### config.mk
export PLATFORM = sky130hd
export DESIGN_NAME = knock_mat_inv_hold
export DESIGN_NICKNAME = d
export VERILOG_FILES = /design/src/rtl/knock_pkg.sv /design/src/rtl/knock_frame_cnt.sv /design/src/rtl/knock_mat_inv_hold.sv
export SDC_FILE = /design/constraint.sdc
export NUM_CORES = 1
export LEC_CHECK = 0
export CAP_MARGIN = 20
export CORE_AREA = 2 2 206 208
export CTS_BUF_LIST = sky130_fd_sc_hd__clkbuf_8
export CTS_CLUSTER_SIZE = 10
export DETAILED_ROUTE_END_ITERATION = 6
export DIE_AREA = 0 0 208 210
export SLEW_MARGIN = 40
export SYNTH_ARGS = -nofsm -noshare
export SYNTH_HDL_FRONTEND = slang
export SYNTH_SLANG_ARGS = --single-unit
### constraint.sdc
create_clock -name I_sys_clk -period 2.3 [get_ports I_sys_clk]
set_input_delay 0.46 -clock I_sys_clk [delete_from_list [all_inputs] [get_ports I_sys_clk]]
set_output_delay 0.46 -clock I_sys_clk [all_outputs]
set_load 0.02 [all_outputs]
### src/rtl/knock_pkg.sv
// Shared types and helpers for the matrix-inverse capture/hold stage.
// Holds the FSM state encoding, the parameter legality check and the element slice offset.
package knock_pkg;

    typedef enum logic [1:0] {
        IDLE  = 2'd0,
        ARMED = 2'd1,
        HOLD  = 2'd2
    } knock_state_e;

    function automatic bit knock_params_ok(input int frame_len, input int cap_cyc,
                                           input int cap_win, input int rel_cyc,
                                           input int cnt_w);
        return (cap_win >= 1) && (cap_cyc >= 0)
            && (cap_cyc + cap_win <= rel_cyc)
            && (rel_cyc < frame_len)
            && ((longint'(1) << cnt_w) >= longint'(frame_len));
    endfunction

    function automatic int elem_lo(input int k, input int data_w);
        return k * data_w;
    endfunction

endpackage

### src/rtl/knock_frame_cnt.sv
// Free-running frame counter with resync, plus decode of the capture window and release point.
// Decodes are purely combinational from the registered count.
module knock_frame_cnt
    import knock_pkg::*;
#(
    parameter int FRAME_LEN   = 1026,
    parameter int CAPTURE_CYC = 103,
    parameter int CAPTURE_WIN = 1,
    parameter int RELEASE_CYC = 1020,
    parameter int CNT_W       = 11
) (
    input  logic             I_sys_clk,
    input  logic             I_sys_rstn,
    input  logic             I_frame_sync,
    output logic [CNT_W-1:0] O_cnt,
    output logic             O_win_active,
    output logic             O_win_first,
    output logic             O_win_last,
    output logic             O_release
);

    localparam logic [CNT_W-1:0] CNT_LAST  = CNT_W'(FRAME_LEN - 1);
    localparam logic [CNT_W-1:0] WIN_FIRST = CNT_W'(CAPTURE_CYC);
    localparam logic [CNT_W-1:0] WIN_LAST  = CNT_W'(CAPTURE_CYC + CAPTURE_WIN - 1);
    localparam logic [CNT_W-1:0] REL_CNT   = CNT_W'(RELEASE_CYC);

    logic [CNT_W-1:0] cnt;

    always_ff @(posedge I_sys_clk) begin
        if (!I_sys_rstn) begin
            cnt <= '0;
        end else if (I_frame_sync || (cnt == CNT_LAST)) begin
            cnt <= '0;
        end else begin
            cnt <= cnt + CNT_W'(1);
        end
    end

    assign O_cnt        = cnt;
    assign O_win_active = (cnt >= WIN_FIRST) && (cnt <= WIN_LAST);
    assign O_win_first  = (cnt == WIN_FIRST);
    assign O_win_last   = (cnt == WIN_LAST);
    assign O_release    = (cnt == REL_CNT);

endmodule

### src/rtl/knock_mat_inv_hold.sv
// Once-per-frame capture of N_ELEM inverse elements, held stable for the downstream consumer.
// state | meaning
// IDLE  | waiting for the capture window (data may still be held in sticky mode)
// ARMED | inside the window, waiting for upstream valid
// HOLD  | captured; outputs frozen until release or resync
module knock_mat_inv_hold
    import knock_pkg::*;
#(
    parameter int DATA_W      = 64,
    parameter int N_ELEM      = 4,
    parameter int FRAME_LEN   = 1026,
    parameter int CAPTURE_CYC = 103,
    parameter int CAPTURE_WIN = 1,
    parameter int RELEASE_CYC = 1020,
    parameter int CNT_W       = 11
) (
    input  logic                     I_sys_clk,
    input  logic                     I_sys_rstn,
    input  logic                     I_frame_sync,
    input  logic                     I_sticky,
    input  logic                     I_inv_valid,
    input  logic [N_ELEM*DATA_W-1:0] I_inv_data,
    output logic [N_ELEM*DATA_W-1:0] O_inv_data,
    output logic                     O_inv_valid,
    output logic                     O_inv_new,
    output logic                     O_miss,
    output logic                     O_overrun,
    output logic [CNT_W-1:0]         O_frame_cnt
);

    localparam int BUS_W = N_ELEM * DATA_W;

    if (!knock_params_ok(FRAME_LEN, CAPTURE_CYC, CAPTURE_WIN, RELEASE_CYC, CNT_W)) begin : g_param_check
        $error("knock_mat_inv_hold: illegal frame/window/release parameter set");
    end

    logic             win_active;
    logic             win_first;
    logic             win_last;
    logic             rel_hit;
    logic [CNT_W-1:0] cnt;

    knock_frame_cnt #(
        .FRAME_LEN   (FRAME_LEN),
        .CAPTURE_CYC (CAPTURE_CYC),
        .CAPTURE_WIN (CAPTURE_WIN),
        .RELEASE_CYC (RELEASE_CYC),
        .CNT_W       (CNT_W)
    ) u_frame_cnt (
        .I_sys_clk    (I_sys_clk),
        .I_sys_rstn   (I_sys_rstn),
        .I_frame_sync (I_frame_sync),
        .O_cnt        (cnt),
        .O_win_active (win_active),
        .O_win_first  (win_first),
        .O_win_last   (win_last),
        .O_release    (rel_hit)
    );

    knock_state_e     state_q, state_nxt;
    logic [BUS_W-1:0] data_q, data_nxt;
    logic             valid_q, valid_nxt;
    logic             new_q, new_nxt;
    logic             miss_q, miss_nxt;
    logic             ovr_q, ovr_nxt;
    logic             cap_open;
    logic             capture;

    // IDLE is included so a one-cycle window can arm and capture on the same edge.
    assign cap_open = ((state_q == IDLE) || (state_q == ARMED)) && win_active;
    assign capture  = cap_open && I_inv_valid;

    always_ff @(posedge I_sys_clk) begin
        if (!I_sys_rstn) begin
            state_q <= IDLE;
            data_q  <= '0;
            valid_q <= 1'b0;
            new_q   <= 1'b0;
            miss_q  <= 1'b0;
            ovr_q   <= 1'b0;
        end else begin
            state_q <= state_nxt;
            data_q  <= data_nxt;
            valid_q <= valid_nxt;
            new_q   <= new_nxt;
            miss_q  <= miss_nxt;
            ovr_q   <= ovr_nxt;
        end
    end

    always_comb begin
        state_nxt = state_q;
        data_nxt  = data_q;
        valid_nxt = valid_q;
        new_nxt   = 1'b0;
        miss_nxt  = 1'b0;
        ovr_nxt   = ovr_q;

        if (capture) begin
            for (int k = 0; k < N_ELEM; k++) begin
                data_nxt[elem_lo(k, DATA_W) +: DATA_W] = I_inv_data[elem_lo(k, DATA_W) +: DATA_W];
            end
            valid_nxt = 1'b1;
            new_nxt   = 1'b1;
        end

        if ((state_q == HOLD) && win_active && I_inv_valid) begin
            ovr_nxt = 1'b1;
        end

        if (I_frame_sync) begin
            state_nxt = IDLE;
            // Resync acts as an early release; a capture on the same edge still lands.
            if (!capture && (state_q != IDLE) && !I_sticky) begin
                data_nxt  = '0;
                valid_nxt = 1'b0;
            end
        end else begin
            case (state_q)
                IDLE: begin
                    if (capture) begin
                        state_nxt = HOLD;
                    end else if (cap_open && win_last) begin
                        miss_nxt = 1'b1;
                    end else if (win_first) begin
                        state_nxt = ARMED;
                    end
                end
                ARMED: begin
                    if (capture) begin
                        state_nxt = HOLD;
                    end else if (win_last) begin
                        miss_nxt  = 1'b1;
                        state_nxt = IDLE;
                    end
                end
                HOLD: begin
                    if (rel_hit) begin
                        state_nxt = IDLE;
                        if (!I_sticky) begin
                            data_nxt  = '0;
                            valid_nxt = 1'b0;
                        end
                    end
                end
                default: state_nxt = IDLE;
            endcase
        end
    end

    assign O_inv_data  = data_q;
    assign O_inv_valid = valid_q;
    assign O_inv_new   = new_q;
    assign O_miss      = miss_q;
    assign O_overrun   = ovr_q;
    assign O_frame_cnt = cnt;

endmodule

---- Yosys cells after proc, flatten, opt, wreduce, memory -nomap -nowiden ----
Index checks and enable logic that the tools add are counted.
cells by class
  add/subtract/negate cells ............... 1
  $mul .................................... 0
  divide/modulo/power cells ............... 0
  order comparisons ....................... 2
  equality and inequality tests ........... 9
  shifts and indexed selects .............. 0
  multiplexer cells ....................... 25
  bitwise logic cells ..................... 1
  reduce and logical (&&, ||, !) cells .... 17
operators with widths
  operator               count
  $mux 256               6
  $mux 2                 6
  $add 11x1->11 const B  1
  $eq 11x10->1 const B   1
  $eq 11x11->1 const B   1
  $eq 11x7->1 const B    1
  $ge 11x7->1 const B    1
  $le 11x7->1 const B    1
  $mux 1                 11
  $ne 3x3->1 const B     3
  $logic_and 1x1->1      8
  $pmux 2 s3             1
  $reduce_and 4->1       1
  $reduce_or 2->1        2
  $eq 2x1->1 const B     1
  $eq 2x2->1 const B     1
  $logic_not 1->1        2
  $logic_not 2->1        1
  $logic_or 1x1->1       2
  $ne 2x2->1 const B     1
  $pmux 1 s2             1
  $reduce_bool 2->1      1
  $not 1->1              1
word-level totals
  flip-flop bits (word level) ............. 273
  bits in latches ......................... 0
  RAM bits ................................ 0
  ROM bits ................................ 0
  input port bits ......................... 261
  memories ................................ 0

---- Depth between registers and ports, before layout ----
Gate-level depths: netlist of run 1.
  depth after elaboration ................. 9
  mapped depth ............................ 8

---- Hierarchy ----
Synthesis of run 1 repeated with hierarchy kept, for this count alone.
unflattened totals
  cells, all modules ...................... 950
  area, all modules ....................... 10368.7 um^2
modules (own cells, without submodules)
  module              instances  cells an instance  area an instance (um^2)  sequential area each (um^2)
  knock_mat_inv_hold  1          883                9739.3                   5245.0
  knock_frame_cnt     1          67                 629.4                    220.2

---- Least setup slack after synthesis of run 1 ----
No wires, ideal clock.
  path kind ............................... register to register
  start ................................... register u_frame_cnt.cnt[3], in the netlist u_frame_cnt.O_cnt[3]
  end ..................................... register data_q[0], in the netlist O_inv_data[0]
  library setup time ...................... 116 ps
  arrival ................................. 1912 ps
  setup slack ............................. 272 ps
  stages on the path, launching flop included .. 8
  buffers on the path ..................... 3
  period minus slack after synthesis ...... 2028 ps
  cell sequence ........................... dfxtp_1 buf_2 nand4b_1 or4b_1 o221ai_2 buf_4 buf_4 a21oi_1
between the ends
  word-level cells in the longest chain between the ends .. 9
ends and longest elaborated chain
  what                                                  RTL line                                              text
  from (decl)                                           knock_frame_cnt.sv:27                                 logic [CNT_W-1:0] cnt;
  from (signal assigned)                                knock_frame_cnt.sv:35                                 cnt <= cnt + CNT_W'(1);
  $ge 11x7->1 / $le 11x7->1 (equally long branches)     knock_frame_cnt.sv:40                                 assign O_win_active = (cnt >= WIN_FIRST) && (cnt <= WIN_LAST);
  $logic_and 1x1->1                                     knock_frame_cnt.sv:40
  $logic_and 1x1->1                                     knock_mat_inv_hold.sv:70                              assign cap_open = ((state_q == IDLE) || (state_q == ARMED)) && win_active;
  $logic_and 1x1->1                                     knock_mat_inv_hold.sv:71                              assign capture = cap_open && I_inv_valid;
  $mux 256 / $logic_not 1->1 (equally long branches)    knock_mat_inv_hold.sv:99, knock_mat_inv_hold.sv:114
  $mux 256 / $logic_and 1x1->1 (equally long branches)  knock_mat_inv_hold.sv:140, knock_mat_inv_hold.sv:114
  $mux 256 / $logic_and 1x1->1 (equally long branches)  knock_mat_inv_hold.sv:138, knock_mat_inv_hold.sv:114
  $mux 256, on equally long branches                    knock_mat_inv_hold.sv:119, knock_mat_inv_hold.sv:114
  $mux 256 *                                            knock_mat_inv_hold.sv:111                             if (I_frame_sync) begin
  to (signal assigned)                                  knock_mat_inv_hold.sv:83                              data_q <= data_nxt;
  to (decl)                                             knock_mat_inv_hold.sv:61                              logic [BUS_W-1:0] data_q, data_nxt;
Every way passes the cells marked *; elsewhere a longest branch is shown, timed or not.
A chain may end at the register's enable or synchronous reset.

---- Final worst setup path of run 1 ----
  start ................................... register u_frame_cnt.cnt[8], in the netlist u_frame_cnt.O_cnt[8]
  end ..................................... output O_frame_cnt[8]
RTL lines
  what       RTL line                  text
  to (decl)  knock_mat_inv_hold.sv:28  output logic [CNT_W-1:0] O_frame_cnt
No word-level cell between the ends.

==> impl_summary.log, run 1 <==
[metrics] Syn Nets: 1,464
[metrics] proportion of layout cells with a drive suffix above 1: 7.637%
[metrics] area enclosed by the die boundary: 0.04368 sq mm
[metrics] met1 Resource Use GR: 18.17%
[metrics] post-synthesis cell count: 1,200
[metrics] core region area: 0.04148 sq mm
[metrics] total via count after detailed routing: 9,984
[metrics] crit path launch type: flip-flop
[metrics] Buffers on Ports: 531
[metrics] combined area of all synthesized cells: 0.009593 sq mm
[metrics] library cells used by synthesis: 33
[metrics] gr usage total: 15.74%
[metrics] path category of the worst min-delay check: in2reg
[metrics] fraction of the yosys area taken by sequential cells: 56.97%
[metrics] crit path max-delay cell type: sky130_fd_sc_hd__clkdlybuf4s50_1
[metrics] tightest slew margin relative to the limit: 65.02%
[metrics] cell type group with the largest total delay on the critical path: buffers and inverters
[metrics] number of endpoints with negative hold slack in the final report: 0
[metrics] IO Pins: 532
[metrics] critical path required time: 1.84 ns
[metrics] detailed-route DRC error count: 0
[metrics] top fanout value on the critical path: 7
[metrics] total of warnings raised by yosys: 0
[metrics] sequential cell area: 0.005465 sq mm
[metrics] delay contributed by the slowest stage of the critical path: 0.68 ns
[metrics] Final period util: 95.64%
[metrics] standard-cell rows: 75
[metrics] starting DRC count in detailed routing: 535
[metrics] result of the run: completed
[metrics] antenna-violating nets left: 0
[metrics] initial antenna violation count: 0
[metrics] largest net degree at the start of global routing: 43
[metrics] setup repair after global routing missed its margin: false
[metrics] number of clock sinks seen by CTS: 273
[metrics] power density of the placed cells: 583.1 mW/mm^2
[metrics] Pwr Total: 9.860 mW
[metrics] CTS tree: done
[metrics] via count of the first global-routing pass: 9,977
[metrics] Final Setup Violations: 0
[metrics] fillcell total: 4,245
[metrics] Avg Cell Area, Syn: 7.994 sq um
[metrics] met3 GRT Util: 4.633%
[metrics] Detailed Route WL: 36,160 um
[metrics] max-capacitance violation count: 0
[metrics] area used by multi-input combinational logic: 0.003645 sq mm
[metrics] starting utilization of the core area: 23.13%
[metrics] Worst EP arrival: 1.74 ns
[metrics] number of diodes: 0
[metrics] global-route wire length before repair: 55,100 um
[metrics] clock latency at the later pin of the worst-skew pair: 0.59 ns
[metrics] FF+latch count, synth: 273
[metrics] met2 capacity usage during global routing: 27.72%
[metrics] number of vias per cell: 4.279
[metrics] worst slew pin tran: 0.5174 ns
[metrics] kind of critical path: reg2out
[metrics] clock skew after layout: 0.02119 ns
[metrics] buffers and inverters on the worst path: 1
[metrics] leakage power summed over all cells: 5.829 nW
[metrics] weighted congestion reported at the end of routability-driven placement: 0.8338
[metrics] Place WS: -0.08891 ns
[metrics] cts bufs inserted: 49
[metrics] net total in the final layout: 2,026
[metrics] hpwl dp: 27,070 um
[metrics] number of buffers between clock root and the deepest sink: 3
[metrics] grt peak-use layer: met2
[metrics] height of the die: 210 um
[metrics] final setup slack of the worst path: 0.1004 ns
[metrics] type of element capturing the critical path: output pin
[metrics] clock input transition at the sequential cells of the worst setup and hold paths: 0.06 ns
[metrics] Cell Chain, Critical Path: clkdlybuf4s50_1
[metrics] leftover overflow at the end of global routing: 0
[metrics] Die X: 208 um
[metrics] Routed WL per cell: 15.50 um
[metrics] clock root buffer: sky130_fd_sc_hd__clkbuf_8
[metrics] TritonRoute pass-1 iters: 5
[metrics] achievable frequency: 0.4546 GHz
[metrics] post-route setup TNS: 0 ns
[metrics] H-tree depth: 2
[metrics] VDD IR max: 361.0 uV
[metrics] final-report max-slew violation count: 0
[metrics] Final min period: 2.200 ns
[metrics] Area Growth Syn to Fin: 76.29%
[synthesized netlist by cell type (all sizes together)]
library cell / n / area, sq um
buf: 52 / 342.8
nand2: 518 / 1944
inv: 5 / 18.77
or4: 1 / 7.510
o21ai: 1 / 5.000
nand4b: 1 / 8.760
dfxtp: 273 / 5465
o211ai: 1 / 7.510
clkbuf: 37 / 138.9
nor4b: 3 / 26.28
ha: 3 / 37.54
a21oi: 257 / 1286
a21o: 1 / 7.510
and4: 2 / 17.52
nor2b: 2 / 12.51
a31oi: 1 / 6.260
xnor2: 5 / 43.79
nand2b: 1 / 6.260
or3: 1 / 6.260
and3: 1 / 6.260
or4b: 1 / 10.01
nor3: 2 / 10.01
xor2: 4 / 35.03
nor4: 2 / 12.51
nand3: 3 / 15.01
nor2: 15 / 56.30
nand4: 3 / 18.77
and3b: 1 / 8.760
and2: 1 / 6.260
and4b: 1 / 10.01
o221ai: 1 / 15.01
[power by group]
part	leakage [nW]	total [mW]	internal (mW)	switching, mW
combinational	3.07	0.633	0.457	0.176
clock	0.560	4.49	2.50	1.99
sequential	2.20	4.73	4.73	0.000786
[path summary, 6_finish.rpt]
path / startpoint / end / slack (ns) / cells past startpoint
min reg2reg: O_inv_data[111]$_SDFF_PN0_ / O_inv_data[111]$_SDFF_PN0_ / 0.45 / 2
max: u_frame_cnt.O_cnt[8]$_SDFF_PP0_ / O_frame_cnt[8] / 0.10 / 1
max reg2reg: u_frame_cnt.O_cnt[1]$_SDFF_PP0_ / O_inv_data[224]$_SDFF_PN0_ / 0.16 / 9
min: I_inv_data[18] / O_inv_data[18]$_SDFF_PN0_ / 0.41 / 3
[stage by stage]
stage	cell area, sq um	instances	utilization, %	hold slack, ns
after floorplan	9593	1200	-	0.4495
after global placement	15890	2246	38.31	0.4358
after detailed placement	15890	2246	38.31	0.4400
after CTS	16850	2329	40.63	0.3337
after global routing	16910	2333	40.77	0.3690
final	16910	2333	40.77	0.4085
[cells by family after synthesis]
family,Yosys count,synth area share [%]
and+or+nand+nor,559,22.76
DFF,273,56.97
AOI/OAI and AO/OA,262,13.84
buffers and inverters,94,5.217
xor gates and xnor gates,9,0.8216
adders and majority gates,3,0.3913
[sequential cells by signal, indices dropped and copies added, names as in the netlist]
register and flops:
O_inv_data 256, u_frame_cnt.O_cnt 11, state_q 2, O_inv_new 1
O_inv_valid 1, O_miss 1, O_overrun 1
[cells in the final DEF (no fill, tap or decap), types with 2 or more instances in the layout]
master                              n
sky130_fd_sc_hd__a21oi_1          257
sky130_fd_sc_hd__xor2_1             4
sky130_fd_sc_hd__dfxtp_1          273
sky130_fd_sc_hd__xnor2_1            5
sky130_fd_sc_hd__dlymetal6s2s_1     3
sky130_fd_sc_hd__inv_1             23
sky130_fd_sc_hd__clkbuf_8          62
sky130_fd_sc_hd__nand2_1          518
sky130_fd_sc_hd__nor3_1             2
sky130_fd_sc_hd__buf_4             45
sky130_fd_sc_hd__nor4b_1            3
sky130_fd_sc_hd__nor4_1             2
sky130_fd_sc_hd__nor2b_1            2
sky130_fd_sc_hd__nand4_1            3
sky130_fd_sc_hd__nand3_1            3
sky130_fd_sc_hd__ha_1               3
sky130_fd_sc_hd__clkdlybuf4s50_1  527
sky130_fd_sc_hd__buf_12            23
sky130_fd_sc_hd__nor2_1            15
[area by class of cell]
cell class	instances	area share, %
sequential	273	32.32
timing repair buffer	600	36.33
clock buffer	62	5.046
multi-input combinational	833	21.55
clock inverter	21	0.6511
tap	539	3.988
inverter	5	0.1110
[metal layers]
layer  vias up  share of wire (%)
li1       4994                  -
met5         -                  0
met3        57                6.8
met4         0                2.5
met2       341                 50
met1      4592                 41
[repair_timing]
| action | 4_1_cts | 5_1_grt |
|---|---|---|
| pin swaps | 0 | 1 |
| endpoints found under the setup margin | 1 | 30 |
| gates resized for setup | 1 | 4 |
| hold buffers | 0 | 0 |
| buffers inserted | 0 | 3 |
| gates cloned | 0 | 1 |
No activity file was read; power rests on OpenSTA's default activity.
==> run 2: changes to the inputs <==
--- a/config.mk
+++ b/config.mk
@@ -6,11 +6,14 @@
 export NUM_CORES = 1
 export LEC_CHECK = 0
 export CAP_MARGIN = 20
-export CORE_AREA = 2 2 206 208
+export CELL_PAD_IN_SITES_DETAIL_PLACEMENT = 1
+export CELL_PAD_IN_SITES_GLOBAL_PLACEMENT = 1
+export CORE_AREA = 2 2 209 211
 export CTS_BUF_LIST = sky130_fd_sc_hd__clkbuf_8
 export CTS_CLUSTER_SIZE = 10
 export DETAILED_ROUTE_END_ITERATION = 6
-export DIE_AREA = 0 0 208 210
+export DIE_AREA = 0 0 211 213
+export PLACE_DENSITY_LB_ADDON = 0.1
 export SLEW_MARGIN = 40
 export SYNTH_ARGS = -nofsm -noshare
 export SYNTH_HDL_FRONTEND = slang
==> impl_summary.log, run 2 (same netlist as run 1, synthesis figures left out) <==
[metrics] result of the run: completed
[metrics] clock input transition at the sequential cells of the worst setup and hold paths: 0.06 ns
[metrics] cell type group with the largest total delay on the critical path: buffers and inverters
[metrics] clock skew after layout: 0.01499 ns
[metrics] CTS tree: done
[metrics] path category of the worst min-delay check: in2reg
[metrics] Reg power frac: 45.8%
[metrics] core region area: 0.04270 sq mm
[metrics] global-route wire length before repair: 62,000 um
[metrics] commonest non-fill, non-tap cell in the layout: sky130_fd_sc_hd__clkdlybuf4s50_1
[metrics] Cell Chain, Critical Path: clkdlybuf4s50_1
[metrics] height of the die: 213 um
[metrics] H-tree depth: 2
[metrics] buffers and inverters on the worst path: 1
[metrics] top fanout value on the critical path: 7
[metrics] Switching Fraction: 22.68%
[metrics] Place WS: -0.1598 ns
[metrics] via count of the first global-routing pass: 10,240
[metrics] clock latency at the later pin of the worst-skew pair: 0.60 ns
[metrics] critical path required time: 1.84 ns
[metrics] TritonRoute pass-1 iters: 4
[metrics] power density of the placed cells: 608.5 mW/mm^2
[metrics] most frequent cells in the layout: 525 x sky130_fd_sc_hd__clkdlybuf4s50_1, 518 x sky130_fd_sc_hd__nand2_1, 273 x sky130_fd_sc_hd__dfxtp_1, 257 x sky130_fd_sc_hd__a21oi_1, 73 x sky130_fd_sc_hd__clkbuf_8
[metrics] starting DRC count in detailed routing: 360
[metrics] antenna-violating nets left: 0
[metrics] total internal power: 7.987 mW
[metrics] Area Growth Syn to Fin: 76.97%
[metrics] Psw: 2.343 mW
[metrics] tightest slew margin relative to the limit: 60.69%
[metrics] achievable frequency: 0.4499 GHz
[metrics] number of vias per cell: 4.317
[metrics] count of hold-fix buffers inserted at cts: 0
[metrics] total via count after detailed routing: 10,110
[metrics] standard-cell rows: 76
[metrics] type of element capturing the critical path: output pin
[metrics] flip-flop count of the largest register, all copies and words added: 256
[metrics] Pwr Total: 10.33 mW
[metrics] Final Setup Violations: 0
[metrics] crit path max-delay cell type: sky130_fd_sc_hd__clkdlybuf4s50_1
[metrics] number of endpoints with negative hold slack in the final report: 0
[metrics] worst slew pin tran: 0.5814 ns
[metrics] post-route setup TNS: 0 ns
[metrics] detailed-route DRC error count: 0
[metrics] cts bufs inserted: 52
[metrics] clock root buffer: sky130_fd_sc_hd__clkbuf_8
[metrics] leftover overflow at the end of global routing: 0
[metrics] number of clock sinks seen by CTS: 273
[metrics] Final min period: 2.223 ns
[metrics] Buffers on Ports: 531
[metrics] area enclosed by the die boundary: 0.04494 sq mm
[metrics] Routed WL per cell: 18.05 um
[metrics] DP Area: 0.01584 sq mm
[metrics] IO Pins: 532
[metrics] Worst EP arrival: 1.76 ns
[metrics] largest net degree at the start of global routing: 42
[metrics] delay contributed by the slowest stage of the critical path: 0.70 ns
[metrics] post-layout instance area: 0.01698 sq mm
[metrics] Final period util: 96.64%
[metrics] max-capacitance violation count: 0
[metrics] Detailed Route WL: 42,290 um
[metrics] hpwl dp: 31,930 um
[metrics] VDD IR max: 372.1 uV
[metrics] setup repair after global routing missed its margin: false
[metrics] Die X: 211 um
[metrics] number of buffers between clock root and the deepest sink: 3
[metrics] gr usage total: 18.04%
[metrics] final setup slack of the worst path: 0.07717 ns
[metrics] proportion of layout cells with a drive suffix above 1: 7.911%
[metrics] final-report max-slew violation count: 0
[metrics] crit path launch type: flip-flop
[metrics] net total in the final layout: 2,018
[metrics] combinational fraction of design power: 6.1%
[metrics] fraction of power consumed by the clock network: 48.1%
[metrics] weighted congestion reported at the end of routability-driven placement: 0.7855
[metrics] initial antenna violation count: 5
[metrics] leakage power summed over all cells: 5.828 nW
[metrics] starting utilization of the core area: 22.47%
[metrics] kind of critical path: reg2out
run 2: cell count changes in the layout (fill, tap and decap cells not counted), moves of 2 or more:
cell | before | now
sky130_fd_sc_hd__clkdlybuf4s50_1 | 527 | 525
sky130_fd_sc_hd__buf_4 | 45 | 33
sky130_fd_sc_hd__clkinv_2 | 1 | 9
sky130_fd_sc_hd__clkbuf_8 | 62 | 73
sky130_fd_sc_hd__dlygate4sd2_1 | 1 | 5
sky130_fd_sc_hd__dlymetal6s2s_1 | 3 | 1
sky130_fd_sc_hd__inv_1 | 23 | 18
sky130_fd_sc_hd__diode_2 | 0 | 2
run 2: worst paths after layout:
path	end	startpoint	cells past startpoint	slack, ns
worst min-delay path	O_inv_data[137]$_SDFF_PN0_	I_inv_data[137]	3	0.40
worst max register to register	O_inv_data[5]$_SDFF_PN0_	u_frame_cnt.O_cnt[1]$_SDFF_PP0_	8	0.18
worst max-delay path	O_frame_cnt[8]	u_frame_cnt.O_cnt[8]$_SDFF_PP0_	1	0.08
worst min register to register	O_inv_data[65]$_SDFF_PN0_	O_inv_data[65]$_SDFF_PN0_	2	0.45
run 2: through the flow:
step | hold slack, ns | instances | util [%]
4_1_cts | 0.3291 | 2339 | 39.67
3_5_place_dp | 0.4403 | 2244 | 37.11
6_report | 0.4007 | 2343 | 39.76
2_1_floorplan | 0.4495 | 1200 | -
5_1_grt | 0.3680 | 2341 | 39.75
3_3_place_gp | 0.4352 | 2244 | 37.11
run 2: power groups by stage:
stage          clock [mW]  combinational (mW)  sequential, mW
2_1_floorplan           0              0.0984            4.84
4_1_cts              5.20               0.630            4.73
3_5_place_dp            0               0.624            4.84
5_1_grt              5.38               0.671            4.73
3_3_place_gp            0               0.621            4.84
6_report             4.97               0.628            4.73
run 2: timing repair:
item                                    4_1_cts  5_1_grt
buffers inserted                              0        1
resized for setup                             5        1
pin swaps                                     0        1
gates cloned                                  0        1
endpoints found under the setup margin        5       57
run 2: layer usage:
metal,wire length (um),GRT usage [%],vias to the layer above
met1,16460,19.66,4741
met5,22,0,-
met3,3958,7.589,67
met2,20870,31.47,316
met4,980,6.192,4
li1,-,-,4986
run 2: final cells by class:
type                    instances  area, sq um
fillers                      4985        25720
repair buffers                589         6065
flip-flops and latches        273         5465
multi-input cells             833         3641
clock buffers                  73         1005
well taps                     546        683.2
clock inverters                22        93.84
inverters                       5        18.77
diodes                          2        5.005
